<file path="src/rtl/pipe_hazard_ctrl.sv">
// Stall/flush sequencer for the 5-stage pipeline: load-use stalls, branch flushes,
// mult/div front-end hold and fixed-length CP0 exception flush.
module pipe_hazard_ctrl #(
   parameter int MULT_CYCLES      = 4,
   parameter int DIV_CYCLES       = 32,
   parameter int EXC_FLUSH_CYCLES = 2
) (
   input  logic       clk,
   input  logic       rst,
   input  logic [4:0] id_ra,
   input  logic [4:0] id_rb,
   input  logic       id_useA,
   input  logic       id_useB,
   input  logic [4:0] ex_rw,
   input  logic       ex_regWr,
   input  logic [1:0] ex_memtoreg,
   input  logic       id_md_start,
   input  logic       id_md_div,
   input  logic       ex_branch_taken,
   input  logic       cp0_exc,
   output logic       hazard,
   output logic       BranchBubble,
   output logic [1:0] cp0bubble,
   output logic       pc_stall,
   output logic       ifid_stall,
   output logic       ifid_flush,
   output logic       md_busy,
   output logic       md_done,
   output logic       md_abort,
   output logic [1:0] state
);

   typedef enum logic [1:0] {
      RUN       = 2'd0,
      MD_WAIT   = 2'd1,
      EXC_FLUSH = 2'd2,
      ILLEGAL   = 2'd3
   } stateT;

   localparam logic [5:0] MULT_LOAD = 6'(MULT_CYCLES - 1);
   localparam logic [5:0] DIV_LOAD  = 6'(DIV_CYCLES - 1);
   localparam logic [5:0] EXC_LOAD  = 6'(EXC_FLUSH_CYCLES - 1);
   localparam logic       EXC_SKIP  = (EXC_FLUSH_CYCLES == 1);

   stateT      r_state;
   stateT      w_nextState;
   logic [5:0] r_cnt;
   logic [5:0] w_nextCnt;
   logic       r_mdDone;
   logic       w_nextMdDone;
   logic       w_loadUse;

   assign w_loadUse = ex_regWr && (ex_memtoreg == 2'b01) && (ex_rw != 5'd0) &&
                      ((id_useA && (id_ra == ex_rw)) || (id_useB && (id_rb == ex_rw)));

   always_ff @(posedge clk or posedge rst) begin
      if (rst) begin
         r_state  <= RUN;
         r_cnt    <= 6'd0;
         r_mdDone <= 1'b0;
      end else begin
         r_state  <= w_nextState;
         r_cnt    <= w_nextCnt;
         r_mdDone <= w_nextMdDone;
      end
   end

   // A CP0 event always lands in the same flush sequence, whatever state it interrupts.
   always_comb begin
      w_nextState  = r_state;
      w_nextCnt    = r_cnt;
      w_nextMdDone = 1'b0;
      hazard       = 1'b0;
      BranchBubble = 1'b0;
      cp0bubble    = 2'd0;
      pc_stall     = 1'b0;
      ifid_stall   = 1'b0;
      ifid_flush   = 1'b0;
      md_busy      = 1'b0;
      md_abort     = 1'b0;
      case (r_state)
         RUN: begin
            if (cp0_exc) begin
               BranchBubble = 1'b1;
               cp0bubble    = 2'd1;
               ifid_flush   = 1'b1;
               w_nextState  = EXC_SKIP ? RUN : EXC_FLUSH;
               w_nextCnt    = EXC_LOAD;
            end else if (ex_branch_taken) begin
               BranchBubble = 1'b1;
               ifid_flush   = 1'b1;
            end else if (id_md_start) begin
               w_nextState = MD_WAIT;
               w_nextCnt   = id_md_div ? DIV_LOAD : MULT_LOAD;
            end else if (w_loadUse) begin
               hazard     = 1'b1;
               pc_stall   = 1'b1;
               ifid_stall = 1'b1;
            end
         end
         MD_WAIT: begin
            md_busy    = 1'b1;
            hazard     = 1'b1;
            ifid_stall = 1'b1;
            if (cp0_exc) begin
               md_abort     = 1'b1;
               BranchBubble = 1'b1;
               cp0bubble    = 2'd1;
               ifid_flush   = 1'b1;
               w_nextState  = EXC_SKIP ? RUN : EXC_FLUSH;
               w_nextCnt    = EXC_LOAD;
            end else begin
               pc_stall = 1'b1;
               if (r_cnt == 6'd0) begin
                  w_nextState  = RUN;
                  w_nextMdDone = 1'b1;
               end else begin
                  w_nextCnt = r_cnt - 6'd1;
               end
            end
         end
         EXC_FLUSH: begin
            BranchBubble = 1'b1;
            cp0bubble    = 2'd1;
            ifid_flush   = 1'b1;
            if (cp0_exc) begin
               w_nextState = EXC_SKIP ? RUN : EXC_FLUSH;
               w_nextCnt   = EXC_LOAD;
            end else if (r_cnt == 6'd0) begin
               w_nextState = RUN;
            end else begin
               w_nextCnt = r_cnt - 6'd1;
            end
         end
         default: begin
            w_nextState = RUN;
            w_nextCnt   = 6'd0;
         end
      endcase
   end

   assign md_done = r_mdDone;
   assign state   = r_state;

endmodule

</file>
<file path="config.mk">
export PLATFORM = sky130hd
export DESIGN_NAME = pipe_hazard_ctrl
export DESIGN_NICKNAME = d
export VERILOG_FILES = /design/src/rtl/pipe_hazard_ctrl.sv
export SDC_FILE = /design/constraint.sdc
export NUM_CORES = 1
export LEC_CHECK = 0
export CORE_AREA = 2 2 51 58
export CTS_CLUSTER_SIZE = 12
export DETAILED_ROUTE_END_ITERATION = 6
export DIE_AREA = 0 0 53 60
export PLACE_DENSITY_LB_ADDON = 0.15
export SETUP_SLACK_MARGIN = 0.4
export SYNTH_ARGS = -nofsm -noshare
export SYNTH_HDL_FRONTEND = slang
export SYNTH_SLANG_ARGS = --single-unit
</file>
<file path="constraint.sdc">
create_clock -name clk -period 1.8 [get_ports clk]
set_clock_uncertainty 0.15 [all_clocks]
set_input_delay 0.36 -clock clk [delete_from_list [all_inputs] [get_ports clk]]
set_output_delay 0.36 -clock clk [all_outputs]
set_load 0.02 [all_outputs]
</file>
==> flow_summary_export.csv, run 1 <==
group,metric,value,unit
worst_setup_path,worst_r2r_dst,"state[0]",
cells_and_area,final_net_count,209,
power,power.total,2447,µW
power,power.leakage,0.0008271,µW
synthesis,top_cells_by_area_in_the_synthesized_netlist,"sky130_fd_sc_hd__dfrtp_1, sky130_fd_sc_hd__ha_1, sky130_fd_sc_hd__xor2_1",
cts,cts_root_buffer_type,"sky130_fd_sc_hd__clkbuf_4",
floorplanning,die_area,3180,µm²
floorplanning,floorplan.io_pins,38,
cells_and_area,post_route_cells_drive_above_1_share,54.55,%
cts,hold_buffers,0,
drt,detail_route.wl_per_cell,13.93,µm
worst_setup_path,timing.reg2reg.worst_path_depth,6,
worst_setup_path,end_kind,"output pin",
synthesis,yosys.area_share.xor_xnor,10.14,%
synthesis,synth.yosys.warnings,0,
drt,wl,2.912,mm
cells_and_area,inserted_diodes,0,
synthesis,synth_edf_count,0,
synthesis,ys_async_sr_fraction,100.0,%
cells_and_area,areaGrowthSynthToFinish,108.1,%
cells_and_area,filler_cell_count,211,
worst_setup_path,cp_data_required_time,1.29,ns
synthesis,post_synth_fa_ha_maj_area_fraction,8.696,%
sta,final.period_utilization,118.3,%
synthesis,synth.cells.most_frequent,"sky130_fd_sc_hd__inv_1, sky130_fd_sc_hd__dfrtp_1, sky130_fd_sc_hd__o31ai_1, sky130_fd_sc_hd__xor2_1, sky130_fd_sc_hd__ha_1",
worst_setup_path,arrival,1.62,ns
synthesis,synthMostInstantiatedCell,"sky130_fd_sc_hd__inv_1",
worst_setup_path,setup.reg_to_reg.worst_slack,-0.14,ns
cells_and_area,final_core_density,68.38,%
synthesis,synth_top_cell_area_share,26.09,%
sta,setup_viol,16,
drt,ant_nets_after_route,0,
drt,vias_per_cell,5.000,
place,routabilityCongestion,0.7889,
drt,drt-initial-drc-count,15,
run_status,status,"finished, violations left",
global_route,grt_start_max_net_pins,12,
sta,clock.fmax,0.4695,GHz
worst_setup_path,worst_r2r_startpoint,"r_cnt[0]",
synthesis,combinational_family_with_the_most_area_after_synthesis,"compound AO/OA/AOI/OAI gates",
synthesis,synth_cell_type_count,38,
global_route,overflow,0,
cts,cts_tree,"built",
worst_setup_path,startpoint_type,"flip-flop",
cells_and_area,multi_input_comb_area,760.7,µm²
floorplanning,floorplan.die.width,53,µm
synthesis,synthesis.area_per_instance,8.633,µm²
synthesis,synth_mux_area_share,2.319,%
sta,timing.final.ws_setup,-0.3299,ns
synthesis,postSynthCellCount,100,
drt,route.detailed.drc,0,
synthesis,synthSimpleGateAreaFrac,21.30,%
sta,grt_setup_unrepaired,"true",
synthesis,ys_ff_latch,9,
global_route,grt_pass1_wl,4.478,mm
worst_setup_path,critPathLaunch,"state[0]",
floorplanning,coreArea,2628,µm²
drt,first_pass_iters,4,
cts,ctsLongestPathBuffers,2,
synthesis,mappedNetlistArea,863.3,µm²
synthesis,post-synth-top-area-cell,"sky130_fd_sc_hd__dfrtp_1",
cts,ctsHtreeMaxLevel,1,
min_path,timing.hold.worst.class,"in -> async",
cts,numClockSinks,9,
synthesis,complex_gate_fraction_of_the_synthesized_area,22.17,%
power,vdd_drop_max,1.099,mV
floorplanning,die_h,60,µm
run_status,violated_checks,"negative setup slack",
floorplanning,starting_density_of_the_core,32.86,%
sta,final-max-slew-violation-count,0,
cts,latest_clock_arrival_within_the_worst_skew_pair,0.27,ns
cells_and_area,sequential_cell_area,227.7,µm²
place,port-buffer-count,36,
worst_setup_path,critical_path_class,"reg -> out",
power,p_per_area,1362,nW/µm²
flow_run,cap_violations,0,
drt,routed-via-count,1045,
synthesis,syn-num-nets,132,
place,dp_hpwl,2.100,mm
global_route,initial_antenna_violation_count,0,
global_route,number_of_global_route_vias_before_repair,1072,
cts,tritoncts.num_buffers,3,
worst_setup_path,cp_max_fo,2,
cts,clk_pin_slew,0.07,ns
global_route,total_grt_usage,19.72,%
floorplanning,core.rowCount,20,
synthesis,synth-seq-area-share,26.09,%
sta,post-route-min-period,2.130,ns
synthesis,synthFlopType,"sky130_fd_sc_hd__dfrtp_1",
sta,final_hold_viol_count,0,
==> where the power goes <==
part           internal, µW  switching, µW
combinational          1030            901
sequential              283           63.5
clock                  86.0           81.4
==> worst max-delay path by stage <==
stage | end | slack, ns | depth (start not counted)
final | hazard | -0.33 | 7
after global routing | hazard | -0.43 | 7
after CTS | hazard | -0.33 | 7
after detailed placement | hazard | -1.07 | 6
after global placement | ifid_stall | -0.99 | 6
after floorplan | ifid_stall | -0.27 | 7
==> logic make-up (layout without fill, tap and decap cells) <==
logic type / after synthesis / after routing
mux: 2 / 2
fa+ha+maj: 6 / 6
flops: 9 / 9
xor+xnor: 10 / 10
simple gates: 29 / 29
compound gates: 27 / 27
buf+inv: 16 / 92
other cells: 1 / 1
==> cell type report <==
cell class                 count  share of cell area [%]
multi-input combinational     75                   42.34
inverter                      10                   2.228
clock buffer                   4                   1.462
timing repair buffer          78                   39.00
sequential                     9                   12.67
tap                           33                   2.298
==> flip-flops by register name, summed over array words and instances (netlist names) <==
register	flops
md_done	1
r_cnt	6
state	2
==> critical path, stage by stage, from the launching register on <==
cell and delay (ns):
sky130_fd_sc_hd__dfrtp_2 0.41, sky130_fd_sc_hd__inv_2 0.08, sky130_fd_sc_hd__ha_4 0.16, sky130_fd_sc_hd__nand2b_4 0.06, sky130_fd_sc_hd__nor4_4 0.19, sky130_fd_sc_hd__o21ai_4 0.12
sky130_fd_sc_hd__o21bai_4 0.18, sky130_fd_sc_hd__buf_6 0.14
==> cell usage in the layout, fill, tap and decap left out, types with 2 or more instances in the layout <==
master / n
sky130_fd_sc_hd__buf_4: 38
sky130_fd_sc_hd__buf_6: 13
sky130_fd_sc_hd__dlygate4sd2_1: 10
sky130_fd_sc_hd__xor2_1: 8
sky130_fd_sc_hd__clkdlybuf4s50_1: 8
sky130_fd_sc_hd__dfrtp_1: 7
sky130_fd_sc_hd__inv_1: 6
sky130_fd_sc_hd__a21oi_1: 4
sky130_fd_sc_hd__nor3_1: 4
sky130_fd_sc_hd__o31ai_2: 4
sky130_fd_sc_hd__ha_4: 4
sky130_fd_sc_hd__nor2_1: 3
sky130_fd_sc_hd__o31ai_1: 3
sky130_fd_sc_hd__nand2_1: 3
sky130_fd_sc_hd__inv_2: 3
sky130_fd_sc_hd__clkbuf_4: 3
sky130_fd_sc_hd__clkdlybuf4s15_2: 3
sky130_fd_sc_hd__clkdlybuf4s15_1: 3
sky130_fd_sc_hd__nand2b_4: 2
sky130_fd_sc_hd__a21oi_2: 2
sky130_fd_sc_hd__nor3b_1: 2
sky130_fd_sc_hd__or4_4: 2
sky130_fd_sc_hd__o21ai_2: 2
sky130_fd_sc_hd__mux2i_1: 2
sky130_fd_sc_hd__nor4_2: 2
sky130_fd_sc_hd__xnor2_1: 2
sky130_fd_sc_hd__o21ai_0: 2
sky130_fd_sc_hd__ha_1: 2
sky130_fd_sc_hd__dfrtp_2: 2
==> per-layer routing <==
metal | global-route usage, % | vias to the layer above | share of wire [%] | routed length, µm
met5 | 0 | - | 0 | 0
met4 | 9.890 | 0 | 2.1 | 62
met3 | 3.000 | 5 | 4.5 | 131
met2 | 38.21 | 35 | 56 | 1642
met1 | 19.85 | 497 | 37 | 1075
li1 | - | 508 | - | -
==> what timing repair did <==
action,CTS,global route
buffers inserted,4,8
endpoints found under the setup margin,20,19
gates resized for setup,101,25
pin swaps,14,7
==> stage by stage <==
| stage | hold WS, ns | instances | area, µm² | setup WS, ns | TNS (ns) |
|---|---|---|---|---|---|
| final | 0.1961 | 209 | 1797 | -0.3299 | -2.565 |
| after global routing | 0.2259 | 209 | 1797 | -0.4254 | -3.713 |
| after CTS | 0.2094 | 201 | 1617 | -0.3300 | -2.446 |
| after detailed placement | 0.4518 | 193 | 1506 | -1.075 | -7.841 |
| after global placement | 0.4611 | 193 | 1506 | -0.9927 | -7.468 |
| after floorplan | 0.03778 | 100 | 925.9 | -0.2664 | -1.374 |
Note: power is estimated with default switching activity, not from simulation.
==> run 2: changes to the inputs <==
- ABC_CLOCK_PERIOD_IN_PS: default -> 1800
- SETUP_SLACK_MARGIN: 0.4 -> default
==> run 2 against run 1 <==
  * The run still ends with negative setup slack left
  * Largest cell class unchanged
  * Sequential cell count is the same
  * Sequential share of layout area grew 1.0 points
  * Setup slack better by 0.016 ns
==> flow_summary_export.csv, run 2 (synthesized netlist as in run 1, its figures left out) <==
group,metric,value,unit
run_status,status,"finished, violations left",
run_status,violated_checks,"negative setup slack",
power,p_int,1269,µW
floorplanning,coreArea,2628,µm²
worst_setup_path,delay_of_the_slowest_cell_on_the_worst_path,0.43,ns
power,power.share.sequential,15.1,%
cts,tritoncts.num_buffers,3,
worst_setup_path,startpoint_type,"flip-flop",
global_route,overflow,0,
worst_setup_path,cp_data_required_time,1.29,ns
global_route,initial_antenna_violation_count,0,
cells_and_area,largest-register,"r_cnt",
power,switching_share,43.66,%
min_path,timing.hold.worst.class,"in -> async",
sta,final-max-slew-violation-count,0,
cells_and_area,final_design_area_no_fill,1665,µm²
sta,holdWs,0.1970,ns
cts,cts_root_buffer_type,"sky130_fd_sc_hd__clkbuf_4",
floorplanning,starting_density_of_the_core,32.86,%
cts,cts_tree,"built",
worst_setup_path,worst_r2r_startpoint,"r_cnt[1]",
worst_setup_path,critical_path_slowest_stage_cell,"sky130_fd_sc_hd__dfrtp_2",
cells_and_area,mostFrequentLayoutCells,"sky130_fd_sc_hd__buf_4, sky130_fd_sc_hd__dlygate4sd2_1, sky130_fd_sc_hd__xor2_1, sky130_fd_sc_hd__clkdlybuf4s50_1, sky130_fd_sc_hd__buf_6",
drt,detail_route.wl_per_cell,13.92,µm
sta,grt_setup_unrepaired,"true",
power,power_frac_comb,77.3,%
global_route,number_of_global_route_vias_before_repair,982,
drt,wl,2.770,mm
drt,routed-via-count,990,
sta,post-route-min-period,2.114,ns
place,dp_hpwl,2.130,mm
worst_setup_path,critical_path.cell_chain,"inv_4 -> ha_4 -> nand2b_4 -> nor4_4 -> o21ai_4 -> o21bai_4 -> buf_6",
floorplanning,die_area,3180,µm²
cells_and_area,final_net_count,199,
worst_setup_path,timing.reg2reg.worst_path_depth,6,
floorplanning,floorplan.io_pins,38,
worst_setup_path,end_kind,"output pin",
sta,final.period_utilization,117.4,%
drt,ant_nets_after_route,0,
cells_and_area,largest_reg_flops,6,
drt,vias_per_cell,4.975,
sta,setup_viol,10,
cts,ctsLongestPathBuffers,2,
worst_setup_path,cp_max_fo,2,
cts,latest_clock_arrival_within_the_worst_skew_pair,0.28,ns
worst_setup_path,critical_path_class,"reg -> out",
drt,first_pass_iters,4,
place,routabilityCongestion,0.7948,
global_route,grt_start_max_net_pins,12,
cts,numClockSinks,9,
worst_setup_path,worst_r2r_dst,"state[0]",
cells_and_area,inserted_diodes,0,
cells_and_area,most_common_cell_after_layout_fill_and_taps_aside,"sky130_fd_sc_hd__buf_4",
flow_run,cap_violations,0,
cells_and_area,areaGrowthSynthToFinish,92.90,%
floorplanning,core.rowCount,20,
power,total_switching_power,983.6,µW
power,vdd_drop_max,0.9864,mV
cells_and_area,post_route_cells_drive_above_1_share,48.19,%
power,power.leakage,0.0007556,µW
power,power.share.clock,7.6,%
global_route,total_grt_usage,18.47,%
place,cell_area_after_placement,1491,µm²
cts,clk_pin_slew,0.07,ns
sta,timing.final.ws_setup,-0.3139,ns
drt,drt-initial-drc-count,8,
floorplanning,floorplan.die.width,53,µm
drt,route.detailed.drc,0,
cts,ctsHtreeMaxLevel,1,
cts,hold_buffers,0,
worst_setup_path,setup.reg_to_reg.worst_slack,-0.18,ns
power,p_per_area,1353,nW/µm²
floorplanning,die_h,60,µm
sta,final_hold_viol_count,0,
sta,clock.fmax,0.4731,GHz
global_route,grt_pass1_wl,4.236,mm
place,port-buffer-count,36,
worst_setup_path,arrival,1.60,ns
[run 2: cell types whose count changed in the layout (fill, tap and decap cells not counted), sizes merged]
| cell | change |
|---|---|
| buf | -13 |
| clkdlybuf4s15 | -3 |
| dlygate4sd2 | +7 |
| dlymetal6s2s | -1 |
[run 2: worst max-delay path by stage]
stage                        start    endpoint  slack, ns  cells past startpoint
after CTS                 state[1]      hazard      -0.33                      7
after detailed placement  ex_rw[3]      hazard      -1.03                      6
after floorplan           state[0]  ifid_stall      -0.27                      7
after global routing      state[0]  ifid_stall      -0.38                      7
final                     state[1]      hazard      -0.31                      7
after global placement    ex_rw[2]  ifid_stall      -0.95                      6
[run 2: what timing repair did]
item                       4_1_cts  5_1_grt
resized for setup               82       18
pin swaps                       10        8
setup endpoints to repair       18       16
buffers inserted                 2        2
[run 2: final cells by class]
type | count | area (µm²)
multi-input combinational | 75 | 740.7
timing repair buffer | 68 | 589.3
inverter | 10 | 40.04
tap | 33 | 41.29
clock buffer | 4 | 26.28
sequential | 9 | 227.7
fill | 236 | 962.2
[run 2: per-layer routing]
metal / share of wire (%) / track usage (%) / vias to the layer above
met2: 56 / 35.36 / 31
li1: - / - / 488
met4: 2.1 / 8.791 / 0
met1: 37 / 18.89 / 466
met3: 4.7 / 3.250 / 5
met5: 0 / 0 / -
[run 2: through the flow]
stage	instances	util, %	power, µW	worst slack (ns)	setup TNS [ns]
after detailed placement	191	56.76	1851	-1.028	-8.267
after global placement	191	56.76	1837	-0.9502	-8.141
after global routing	199	63.38	2395	-0.3830	-2.677
after CTS	197	59.95	2085	-0.3340	-1.846
after floorplan	100	-	1248	-0.2664	-1.375
final	199	63.38	2253	-0.3139	-1.856
[run 2: worst max-delay path: cells and delay by family, from the launching register on]
kind                     cells  cell delay [ns]
AO/OA/AOI/OAI                2             0.29
flip-flops                   1             0.43
AND/OR/NAND/NOR              2             0.25
adder cells (fa/ha/maj)      1             0.15
buffers and inverters        2             0.21
[run 2: power by group through the flow]
stage,clock network (µW),logic [µW],registers [µW]
2_1_floorplan,0,864,385
3_3_place_gp,0,1500,340
3_5_place_dp,0,1510,338
4_1_cts,170,1580,336
5_1_grt,175,1870,349
6_report,172,1740,339
==> run 3: changes to the inputs <==
- CORE_AREA: 2 2 51 58 -> 2 2 48 55
- CTS_BUF_LIST: default -> sky130_fd_sc_hd__clkbuf_2 sky130_fd_sc_hd__clkbuf_4 sky130_fd_sc_hd__clkbuf_8
- DIE_AREA: 0 0 53 60 -> 0 0 50 57
==> run 3 against run 2 <==
  * The run still ends with negative setup slack left
  * Critical endpoint unchanged
  * Largest power group unchanged
  * Sequential power increased by 1%
  * Power increased by 2.9%
  * Highest routed layer unchanged
  * Cell count increased by 1.5%
  * Design area increased by 2.6%
==> flow_summary_export.csv, run 3 (synthesized netlist as in run 1, its figures left out) <==
group,metric,value,unit
cells_and_area,mostFrequentLayoutCells,"sky130_fd_sc_hd__buf_4, sky130_fd_sc_hd__dlygate4sd2_1, sky130_fd_sc_hd__buf_6, sky130_fd_sc_hd__xor2_1, sky130_fd_sc_hd__clkdlybuf4s50_1",
power,p_per_area,1357,nW/µm²
floorplanning,starting_density_of_the_core,36.68,%
worst_setup_path,delay_of_the_slowest_cell_on_the_worst_path,0.43,ns
global_route,total_grt_usage,20.99,%
cts,ctsLongestPathBuffers,2,
sta,grt_setup_unrepaired,"true",
cells_and_area,post_route_cells_drive_above_1_share,50.88,%
place,dp_hpwl,2.137,mm
cells_and_area,most_common_cell_after_layout_fill_and_taps_aside,"sky130_fd_sc_hd__buf_4",
cells_and_area,filler_cell_count,182,
power,power.share.sequential,14.8,%
sta,setup_viol,15,
min_path,timing.hold.worst.class,"in -> async",
floorplanning,die_area,2850,µm²
drt,ant_nets_after_route,0,
global_route,overflow,0,
cts,cts_tree,"built",
power,power.share.clock,7.1,%
cts,hold_buffers,0,
drt,route.detailed.drc,0,
drt,drt-initial-drc-count,10,
cells_and_area,largest-register,"r_cnt",
power,switching_share,43.13,%
floorplanning,floorplan.die.width,50,µm
floorplanning,core.rowCount,19,
cts,latest_clock_arrival_within_the_worst_skew_pair,0.27,ns
drt,detail_route.wl_per_cell,13.16,µm
flow_run,cap_violations,0,
sta,timing.final.ws_setup,-0.3144,ns
cells_and_area,largest_reg_flops,6,
cts,numClockSinks,9,
worst_setup_path,worstPathBufferInverterCount,2,
power,power.leakage,0.0007864,µW
cts,ctsHtreeMaxLevel,1,
run_status,violated_checks,"negative setup slack",
sta,final.period_utilization,117.5,%
floorplanning,coreArea,2354,µm²
cts,clk_pin_slew,0.07,ns
power,vdd_drop_max,1.290,mV
sta,final_hold_viol_count,0,
sta,final-max-slew-violation-count,0,
place,port-buffer-count,36,
floorplanning,die_h,57,µm
worst_setup_path,end_kind,"output pin",
cts,tritoncts.num_buffers,3,
cells_and_area,final_net_count,204,
sta,clock.fmax,0.4729,GHz
cells_and_area,inserted_diodes,0,
worst_setup_path,cpLargestDelayFamily,"flip-flops",
place,routabilityCongestion,0.8006,
cells_and_area,areaGrowthSynthToFinish,97.83,%
worst_setup_path,cp_data_required_time,1.29,ns
power,power_frac_comb,78.1,%
worst_setup_path,startpoint_type,"flip-flop",
worst_setup_path,cp_max_fo,2,
worst_setup_path,worst_r2r_startpoint,"r_cnt[1]",
drt,first_pass_iters,3,
sta,post-route-min-period,2.114,ns
worst_setup_path,arrival,1.60,ns
drt,vias_per_cell,4.946,
power,total_switching_power,999.6,µW
place,detailedPlace.worstSlack,-1.006,ns
worst_setup_path,critPathLaunch,"state[1]",
run_status,status,"finished, violations left",
drt,wl,2.658,mm
global_route,grt_start_max_net_pins,12,
global_route,grt_pass1_wl,4.560,mm
cts,cts_root_buffer_type,"sky130_fd_sc_hd__clkbuf_4",
floorplanning,floorplan.io_pins,38,
global_route,number_of_global_route_vias_before_repair,1023,
sta,setup_total_negative_slack,-3.028,ns
drt,routed-via-count,999,
worst_setup_path,critical_path.cell_chain,"inv_4 -> ha_4 -> nand2b_4 -> nor4_4 -> o21ai_4 -> o21bai_4 -> buf_6",
power,p_int,1318,µW
worst_setup_path,critical_path_class,"reg -> out",
global_route,initial_antenna_violation_count,0,
worst_setup_path,critical_path_slowest_stage_cell,"sky130_fd_sc_hd__dfrtp_2",
[run 3: through the flow]
step | utilization (%) | power [µW] | instances | hold slack (ns) | instance area [µm²]
after global routing | 72.57 | 2508 | 202 | 0.2279 | 1708
after detailed placement | 63.58 | 1871 | 190 | 0.4107 | 1496
after floorplan | - | 1248 | 100 | 0.03778 | 925.9
after CTS | 69.96 | 2199 | 200 | 0.2021 | 1647
after global placement | 63.58 | 1833 | 190 | 0.4119 | 1496
final | 72.57 | 2318 | 202 | 0.1836 | 1708
[run 3: cell type report]
class,count,area (µm²),area share [%]
multi-input combinational,75,740.7,43.37
timing repair buffer,73,633.1,37.07
clock buffer,3,22.52,1.319
sequential,9,227.7,13.33
inverter,10,40.04,2.344
tap,31,38.79,2.271
clock inverter,1,5.005,0.2930
[run 3: power groups by stage]
stage | Clock (µW) | Combinational, µW | Sequential [µW]
after global routing | 177 | 1980 | 354
final | 165 | 1810 | 343
after CTS | 164 | 1690 | 343
after floorplan | 0 | 864 | 385
after global placement | 0 | 1490 | 342
after detailed placement | 0 | 1530 | 344
[run 3: worst paths after layout]
kind	endpoint	slack, ns	cells after the start
setup / recovery	hazard	-0.31	7
min in group clk	r_cnt[1]	0.48	3
max in group asynchronous	state[0]	1.05	2
hold / removal	r_cnt[0]	0.18	2
setup reg to reg	r_cnt[2]	-0.20	7
hold reg to reg	r_cnt[1]	0.48	3
[run 3: worst register-to-register path, stage by stage, from the launching register on]
cell                      delay (ns)
sky130_fd_sc_hd__dfrtp_1        0.39
sky130_fd_sc_hd__inv_2          0.08
sky130_fd_sc_hd__ha_4           0.12
sky130_fd_sc_hd__or4b_4         0.47
sky130_fd_sc_hd__buf_6          0.14
sky130_fd_sc_hd__nor3_4         0.21
sky130_fd_sc_hd__or2_4          0.23
sky130_fd_sc_hd__o31ai_2        0.08
[run 3: layer usage]
metal,track usage (%),wire length [µm]
met1,22.48,988
met2,40.04,1499
met3,2.618,94
met4,9.524,75
met5,0,0
[run 3: timing repair]
| item | CTS | global route |
|---|---|---|
| setup endpoints to repair | 18 | 16 |
| pin swaps | 13 | 5 |
| gates resized for setup | 92 | 11 |
| setup buffers | 6 | 2 |
| endpoints found under the hold margin | 0 | 0 |
